**src/rtl/uart_pkg.sv**
```systemverilog
// Shared definitions for the UART receive path: word width, quarantine FSM
// states and the default clean-line length required to leave quarantine.
package uart_pkg;

    localparam int UART_WORD_WIDTH = 9;
    localparam int RESYNC_DEFAULT  = 16;

    typedef enum logic {
        OK   = 1'b0,
        HOLD = 1'b1
    } rx_q_state_t;

endpackage

```
**src/rtl/uart_rx_resync.sv**
```systemverilog
// Quarantine FSM: enters HOLD on a framing error and returns to OK only after
// RESYNC_CYCLES consecutive clean (framing-error-low) samples.
module uart_rx_resync
    import uart_pkg::*;
#(
    parameter int RESYNC_CYCLES = RESYNC_DEFAULT
) (
    input  logic clock,
    input  logic reset_n,
    input  logic rx_framing_error,
    output logic in_error
);

    localparam int CW = $clog2(RESYNC_CYCLES + 1);

    rx_q_state_t   state_q, state_d;
    logic [CW-1:0] clean_q, clean_d;

    // Next state: any error sample restarts the clean run; the last clean
    // sample of the run returns to OK at the same edge.
    always_comb begin
        state_d = state_q;
        clean_d = clean_q;
        case (state_q)
            OK: begin
                if (rx_framing_error) begin
                    state_d = HOLD;
                    clean_d = '0;
                end
            end
            HOLD: begin
                if (rx_framing_error) begin
                    clean_d = '0;
                end else if (clean_q == CW'(RESYNC_CYCLES - 1)) begin
                    state_d = OK;
                    clean_d = '0;
                end else begin
                    clean_d = clean_q + CW'(1);
                end
            end
            default: begin
                state_d = OK;
                clean_d = '0;
            end
        endcase
    end

    // State and clean-run counter registers.
    always_ff @(posedge clock or negedge reset_n) begin
        if (!reset_n) begin
            state_q <= OK;
            clean_q <= '0;
        end else begin
            state_q <= state_d;
            clean_q <= clean_d;
        end
    end

    assign in_error = (state_q == HOLD);

endmodule

```
**src/rtl/uart_rx_fifo.sv**
```systemverilog
// Show-ahead receive FIFO behind the UART receiver. Captures words on rx_done,
// drops them while quarantined after a framing error, and flags overflow.
// Optional drop counter output enabled by defining UART_RX_FIFO_STATS_EN.
module uart_rx_fifo
    import uart_pkg::*;
#(
    parameter int DEPTH         = 8,
    parameter int WIDTH         = UART_WORD_WIDTH,
    parameter int RESYNC_CYCLES = RESYNC_DEFAULT
) (
    input  logic                     clock,
    input  logic                     reset_n,
    input  logic [WIDTH-1:0]         rx_data,
    input  logic                     rx_done,
    input  logic                     rx_framing_error,
    output logic [WIDTH-1:0]         rd_data,
    output logic                     rd_valid,
    input  logic                     rd_ready,
    output logic [$clog2(DEPTH):0]   count,
    output logic                     overflow,
    input  logic                     clear_overflow,
    output logic                     in_error
`ifdef UART_RX_FIFO_STATS_EN
    ,
    output logic [7:0]               drop_count
`endif
);

    localparam int AW = $clog2(DEPTH);
    localparam int CW = AW + 1;

    logic [WIDTH-1:0] mem_q [DEPTH];
    logic [WIDTH-1:0] mem_d [DEPTH];
    logic [AW-1:0]    rd_ptr_q, rd_ptr_d;
    logic [AW-1:0]    wr_ptr_q, wr_ptr_d;
    logic [CW-1:0]    count_q, count_d;
    logic             overflow_q, overflow_d;

    logic full, empty, pop, push, accept, ovf_drop, q_drop;

    uart_rx_resync #(
        .RESYNC_CYCLES (RESYNC_CYCLES)
    ) u_resync (
        .clock            (clock),
        .reset_n          (reset_n),
        .rx_framing_error (rx_framing_error),
        .in_error         (in_error)
    );

    assign full     = (count_q == CW'(DEPTH));
    assign empty    = (count_q == '0);
    assign rd_valid = !empty;
    assign pop      = rd_valid && rd_ready;
    assign accept   = rx_done && !in_error;
    // A pop in the same cycle frees the slot, so a full FIFO can still take a word.
    assign push     = accept && (!full || pop);
    assign ovf_drop = accept && full && !pop;
    assign q_drop   = rx_done && in_error;

    // Pointer, occupancy and sticky-overflow next values; overflow set beats clear.
    always_comb begin
        rd_ptr_d   = pop  ? rd_ptr_q + AW'(1) : rd_ptr_q;
        wr_ptr_d   = push ? wr_ptr_q + AW'(1) : wr_ptr_q;
        count_d    = count_q;
        overflow_d = overflow_q;
        case ({push, pop})
            2'b10:   count_d = count_q + CW'(1);
            2'b01:   count_d = count_q - CW'(1);
            default: count_d = count_q;
        endcase
        if (ovf_drop) begin
            overflow_d = 1'b1;
        end else if (clear_overflow) begin
            overflow_d = 1'b0;
        end
    end

    // Control registers.
    always_ff @(posedge clock or negedge reset_n) begin
        if (!reset_n) begin
            rd_ptr_q   <= '0;
            wr_ptr_q   <= '0;
            count_q    <= '0;
            overflow_q <= 1'b0;
        end else begin
            rd_ptr_q   <= rd_ptr_d;
            wr_ptr_q   <= wr_ptr_d;
            count_q    <= count_d;
            overflow_q <= overflow_d;
        end
    end

    // Storage is a flop array so reset can clear it and the head reads combinationally.
    for (genvar gi = 0; gi < DEPTH; gi++) begin : g_entry
        // Entry takes the incoming word only when it is the write target of a push.
        always_comb begin
            mem_d[gi] = mem_q[gi];
            if (push && (wr_ptr_q == AW'(gi))) begin
                mem_d[gi] = rx_data;
            end
        end

        // Entry register.
        always_ff @(posedge clock or negedge reset_n) begin
            if (!reset_n) begin
                mem_q[gi] <= '0;
            end else begin
                mem_q[gi] <= mem_d[gi];
            end
        end
    end

    assign rd_data  = mem_q[rd_ptr_q];
    assign count    = count_q;
    assign overflow = overflow_q;

`ifdef UART_RX_FIFO_STATS_EN
    logic [7:0] drop_q, drop_d;
    logic       drop_inc;

    assign drop_inc = ovf_drop || q_drop;

    // Saturating drop counter; a clear coinciding with a drop leaves a count of 1.
    always_comb begin
        drop_d = drop_q;
        if (clear_overflow) begin
            drop_d = drop_inc ? 8'd1 : 8'd0;
        end else if (drop_inc && (drop_q != 8'hFF)) begin
            drop_d = drop_q + 8'd1;
        end
    end

    // Drop counter register.
    always_ff @(posedge clock or negedge reset_n) begin
        if (!reset_n) begin
            drop_q <= '0;
        end else begin
            drop_q <= drop_d;
        end
    end

    assign drop_count = drop_q;
`endif

endmodule

```
**config.mk**
```make
export PLATFORM = sky130hd
export DESIGN_NAME = uart_rx_fifo
export DESIGN_NICKNAME = d
export VERILOG_FILES = /design/src/rtl/uart_pkg.sv /design/src/rtl/uart_rx_resync.sv /design/src/rtl/uart_rx_fifo.sv
export SDC_FILE = /design/constraint.sdc
export NUM_CORES = 1
export LEC_CHECK = 0
export BUFFER_PORTS_ARGS = -buffer_cell sky130_fd_sc_hd__clkbuf_2
export CAP_MARGIN = 10
export CORE_UTILIZATION = 50
export CTS_CLUSTER_DIAMETER = 60
export DETAILED_ROUTE_END_ITERATION = 8
export PLACE_DENSITY = 0.72
export SLEW_MARGIN = 30
export SYNTH_ARGS = -nofsm -noshare
export SYNTH_HDL_FRONTEND = slang
export SYNTH_SLANG_ARGS = --single-unit
```
**constraint.sdc**
```tcl
create_clock -name clock -period 4.7 [get_ports clock]
set_input_delay 0.94 -clock clock [delete_from_list [all_inputs] [get_ports clock]]
set_output_delay 0.94 -clock clock [all_outputs]
set_load 0.05 [all_outputs]
```
==> metrics.txt <==
status completed; total global routing track utilization 0.193; post-synthesis net count just over 300; initial core utilization 0.519; design area 4690 sq um; nets@finish roughly 330; Die X-Extent 94.6 um; Bufs on Longest Clock Path 2; async set-reset flop share out of synthesis 1.00; pwr/cell area a little under 400 nW/um^2; summed negative setup slack over all endpoints 0 ns; floorplan die height ~95 um; critical path peak fanout 14; Worst-path clk slew ~0.090 ns; most frequent cells in the layout dfrtp_1 (89), mux2_2 (74), clkbuf_2 (29); global-route wire length before repair 12.6 mm; Worst Max-Slew Pin Slew 0.923 ns; post-layout min period roughly 3.3 ns; 1st-iter DRT viols 74; routed vias 2366; count of endpoints failing setup in the final report 0; number of warnings issued by yosys 0; CP Launch Type register; estimated wirelength of the detail-placed design 4.77 mm; critical path class reg2out; area of the placeable core slightly above 8000 sq um; number of max-capacitance violations reported 0; mapped cell area roughly 4300 sq um; number of global-route vias before repair ~2400; Required @ worst endpoint between 3 and 4 ns; Post-synth EDFFs 0; area occupied by registers about 2200 sq um; DR vias/cell about 5.7; Hold Fails Final Rpt 0; # diodes 0; register bit total from synthesis roughly 90; full die area roughly 8900 sq um; antenna viol nets, final 0; total clock buffers created by CTS 9; number of fill cells about 670; post-route DRC violation count 0; Netlist cell types 44; most used flip-flop cell after synthesis dfrtp_1; Congestion Overflow GR 0; end point of the critical path rd_data[4]; number of detailed-route iterations in the first pass 4; period utilization 0.707; top-level I/O count 31; number of hold-repair buffers added at the cts stage 0; RR Endpoint mem_q[12]$_DFFE_PN0P_; sequential cell area fraction in the yosys report 0.520; leakage power of the design approximately 2.3 nW; number of pins with negative max-slew slack in the final report 0; per-instance average area after synthesis around 15 sq um; total length of routed wires approximately 7.7 mm; fraction of layout cells with a size suffix above 1 0.511; data arrival at the endpoint of the critical path approximately 2.4 ns; class of the tightest hold or removal check reg2reg; sinks on the clock net 89; footprint of the multi-input gates 1940 sq um; area after detailed placement approximately 4500 sq um; f_max 0.301 GHz; clock tree from TritonCTS yes; Area Growth Syn to Fin 9.34%; maximum VDD drop about 0.17 mV; CP Launch Point rd_ptr_q[0]$_DFFE_PN0P_; Fin Clk Skew between 0.015 and 0.02 ns; Clock Latency Late Sink 0.36 ns; post_cts resized 0; setup repair after global routing missed its margin no; reg-to-reg setup timing slack between 2 and 2.5 ns; leading cell type in the layout, fill and taps excluded dfrtp_1; routability congestion estimate from global placement 0.723; total number of H-tree levels 3; CTS Root Buffer Type clkbuf_8; number of core rows 33; worst rel slew slack 0.384; Avg WL per Cell between 15 and 20 um; reg-to-reg critical path startpoint count[1]$_DFFE_PN0P_; number of antenna violations at the first check in global routing 0; category of the worst setup path capture point primary output; post-synthesis cell count 281; number of buffer cells added on primary ports 30; maximum number of pins on one net before global-route repair 90; number of cells traversed by the worst register-to-register path 4; number of buffers inserted to repair setup after CTS 0; depth of the worst hold-timing path 1
-- area by class of cell --
type	instances	area share
well taps	105	0.0280
flip-flops and latches	89	0.475
clock buffers	10	0.0294
multi-input cells	173	0.414
inverters	4	0.00320
repair buffers	31	0.0350
clock inverters	6	0.0155
-- synth_stat cells (2+ instances only) --
library cell  count  area share
mux2i_1           2      0.0047
and2_4            2      0.0041
o21ai_0           5      0.0058
buf_6             4       0.011
mux2_2           74        0.19
buf_1             2      0.0018
buf_4             3      0.0053
inv_1             3      0.0026
nand2_1           7      0.0061
xnor2_1           6       0.012
xor2_1            2      0.0041
nand3_2           3      0.0070
mux2_4            9       0.032
ha_1              9       0.026
nand3_1           5      0.0058
mux4_2           18       0.095
dfrtp_1          89        0.52
nor2_1            6      0.0053
and3_1            2      0.0029
buf_2             5      0.0058
nand4_1           2      0.0029
-- logic make-up after synthesis --
family                     synth area share
and+or+nand+nor                      0.0601
muxes                                 0.325
AOI/OAI and AO/OA                    0.0242
adders and majority gates            0.0263
xor gates and xnor gates             0.0164
DFF                                   0.520
buffers and inverters                0.0280
-- routing by layer --
metal,part of all wire,global-route usage,vias up
met5,0,0,-
met4,0.0080,0.0606,0
met3,0.023,0.0362,6
met2,0.49,0.308,28
met1,0.48,0.269,1240
li1,-,-,1092
-- sequential cells by signal, summed over array words and instances (netlist names) --
name / flops
count: 4
mem_q: 72
overflow: 1
rd_ptr_q: 3
u_resync.clean_q: 5
u_resync.in_error: 1
wr_ptr_q: 3
-- critical path: stages (launching register included) --
cell	delay (ns)
dfrtp_1	0.60
buf_4	0.37
mux4_2	0.53
mux2_2	0.30
clkbuf_2	0.24
-- power by group --
group          leakage (nW)  switching, mW  internal [mW]
registers              1.21          0.119          0.795
logic                 0.965          0.187          0.158
clock network         0.103          0.281          0.266
total                  2.28          0.588           1.22
-- worst min path at each step --
stage | startpoint | to | slack, ns
final | mem_q[15]$_DFFE_PN0P_ | mem_q[15]$_DFFE_PN0P_ | 0.51
after detailed placement | mem_q[41]$_DFFE_PN0P_ | mem_q[41]$_DFFE_PN0P_ | 0.49
after floorplan | mem_q[45]$_DFFE_PN0P_ | mem_q[45]$_DFFE_PN0P_ | 0.47
after global placement | mem_q[69]$_DFFE_PN0P_ | mem_q[69]$_DFFE_PN0P_ | 0.48
after global routing | mem_q[53]$_DFFE_PN0P_ | mem_q[53]$_DFFE_PN0P_ | 0.53
after CTS | mem_q[41]$_DFFE_PN0P_ | mem_q[41]$_DFFE_PN0P_ | 0.51
-- stage by stage --
step | utilization | hold WS [ns] | power, mW | instances | setup WS (ns)
6_report | 0.567 | 0.506 | 1.81 | 418 | 1.38
5_1_grt | 0.567 | 0.527 | 1.89 | 418 | 1.25
4_1_cts | 0.567 | 0.510 | 1.83 | 418 | 1.35
3_5_place_dp | 0.542 | 0.491 | 1.28 | 402 | 1.74
3_3_place_gp | 0.542 | 0.483 | 1.27 | 402 | 1.75
2_1_floorplan | - | 0.474 | 1.19 | 281 | 2.10
No activity file was read; power rests on OpenSTA's default activity.
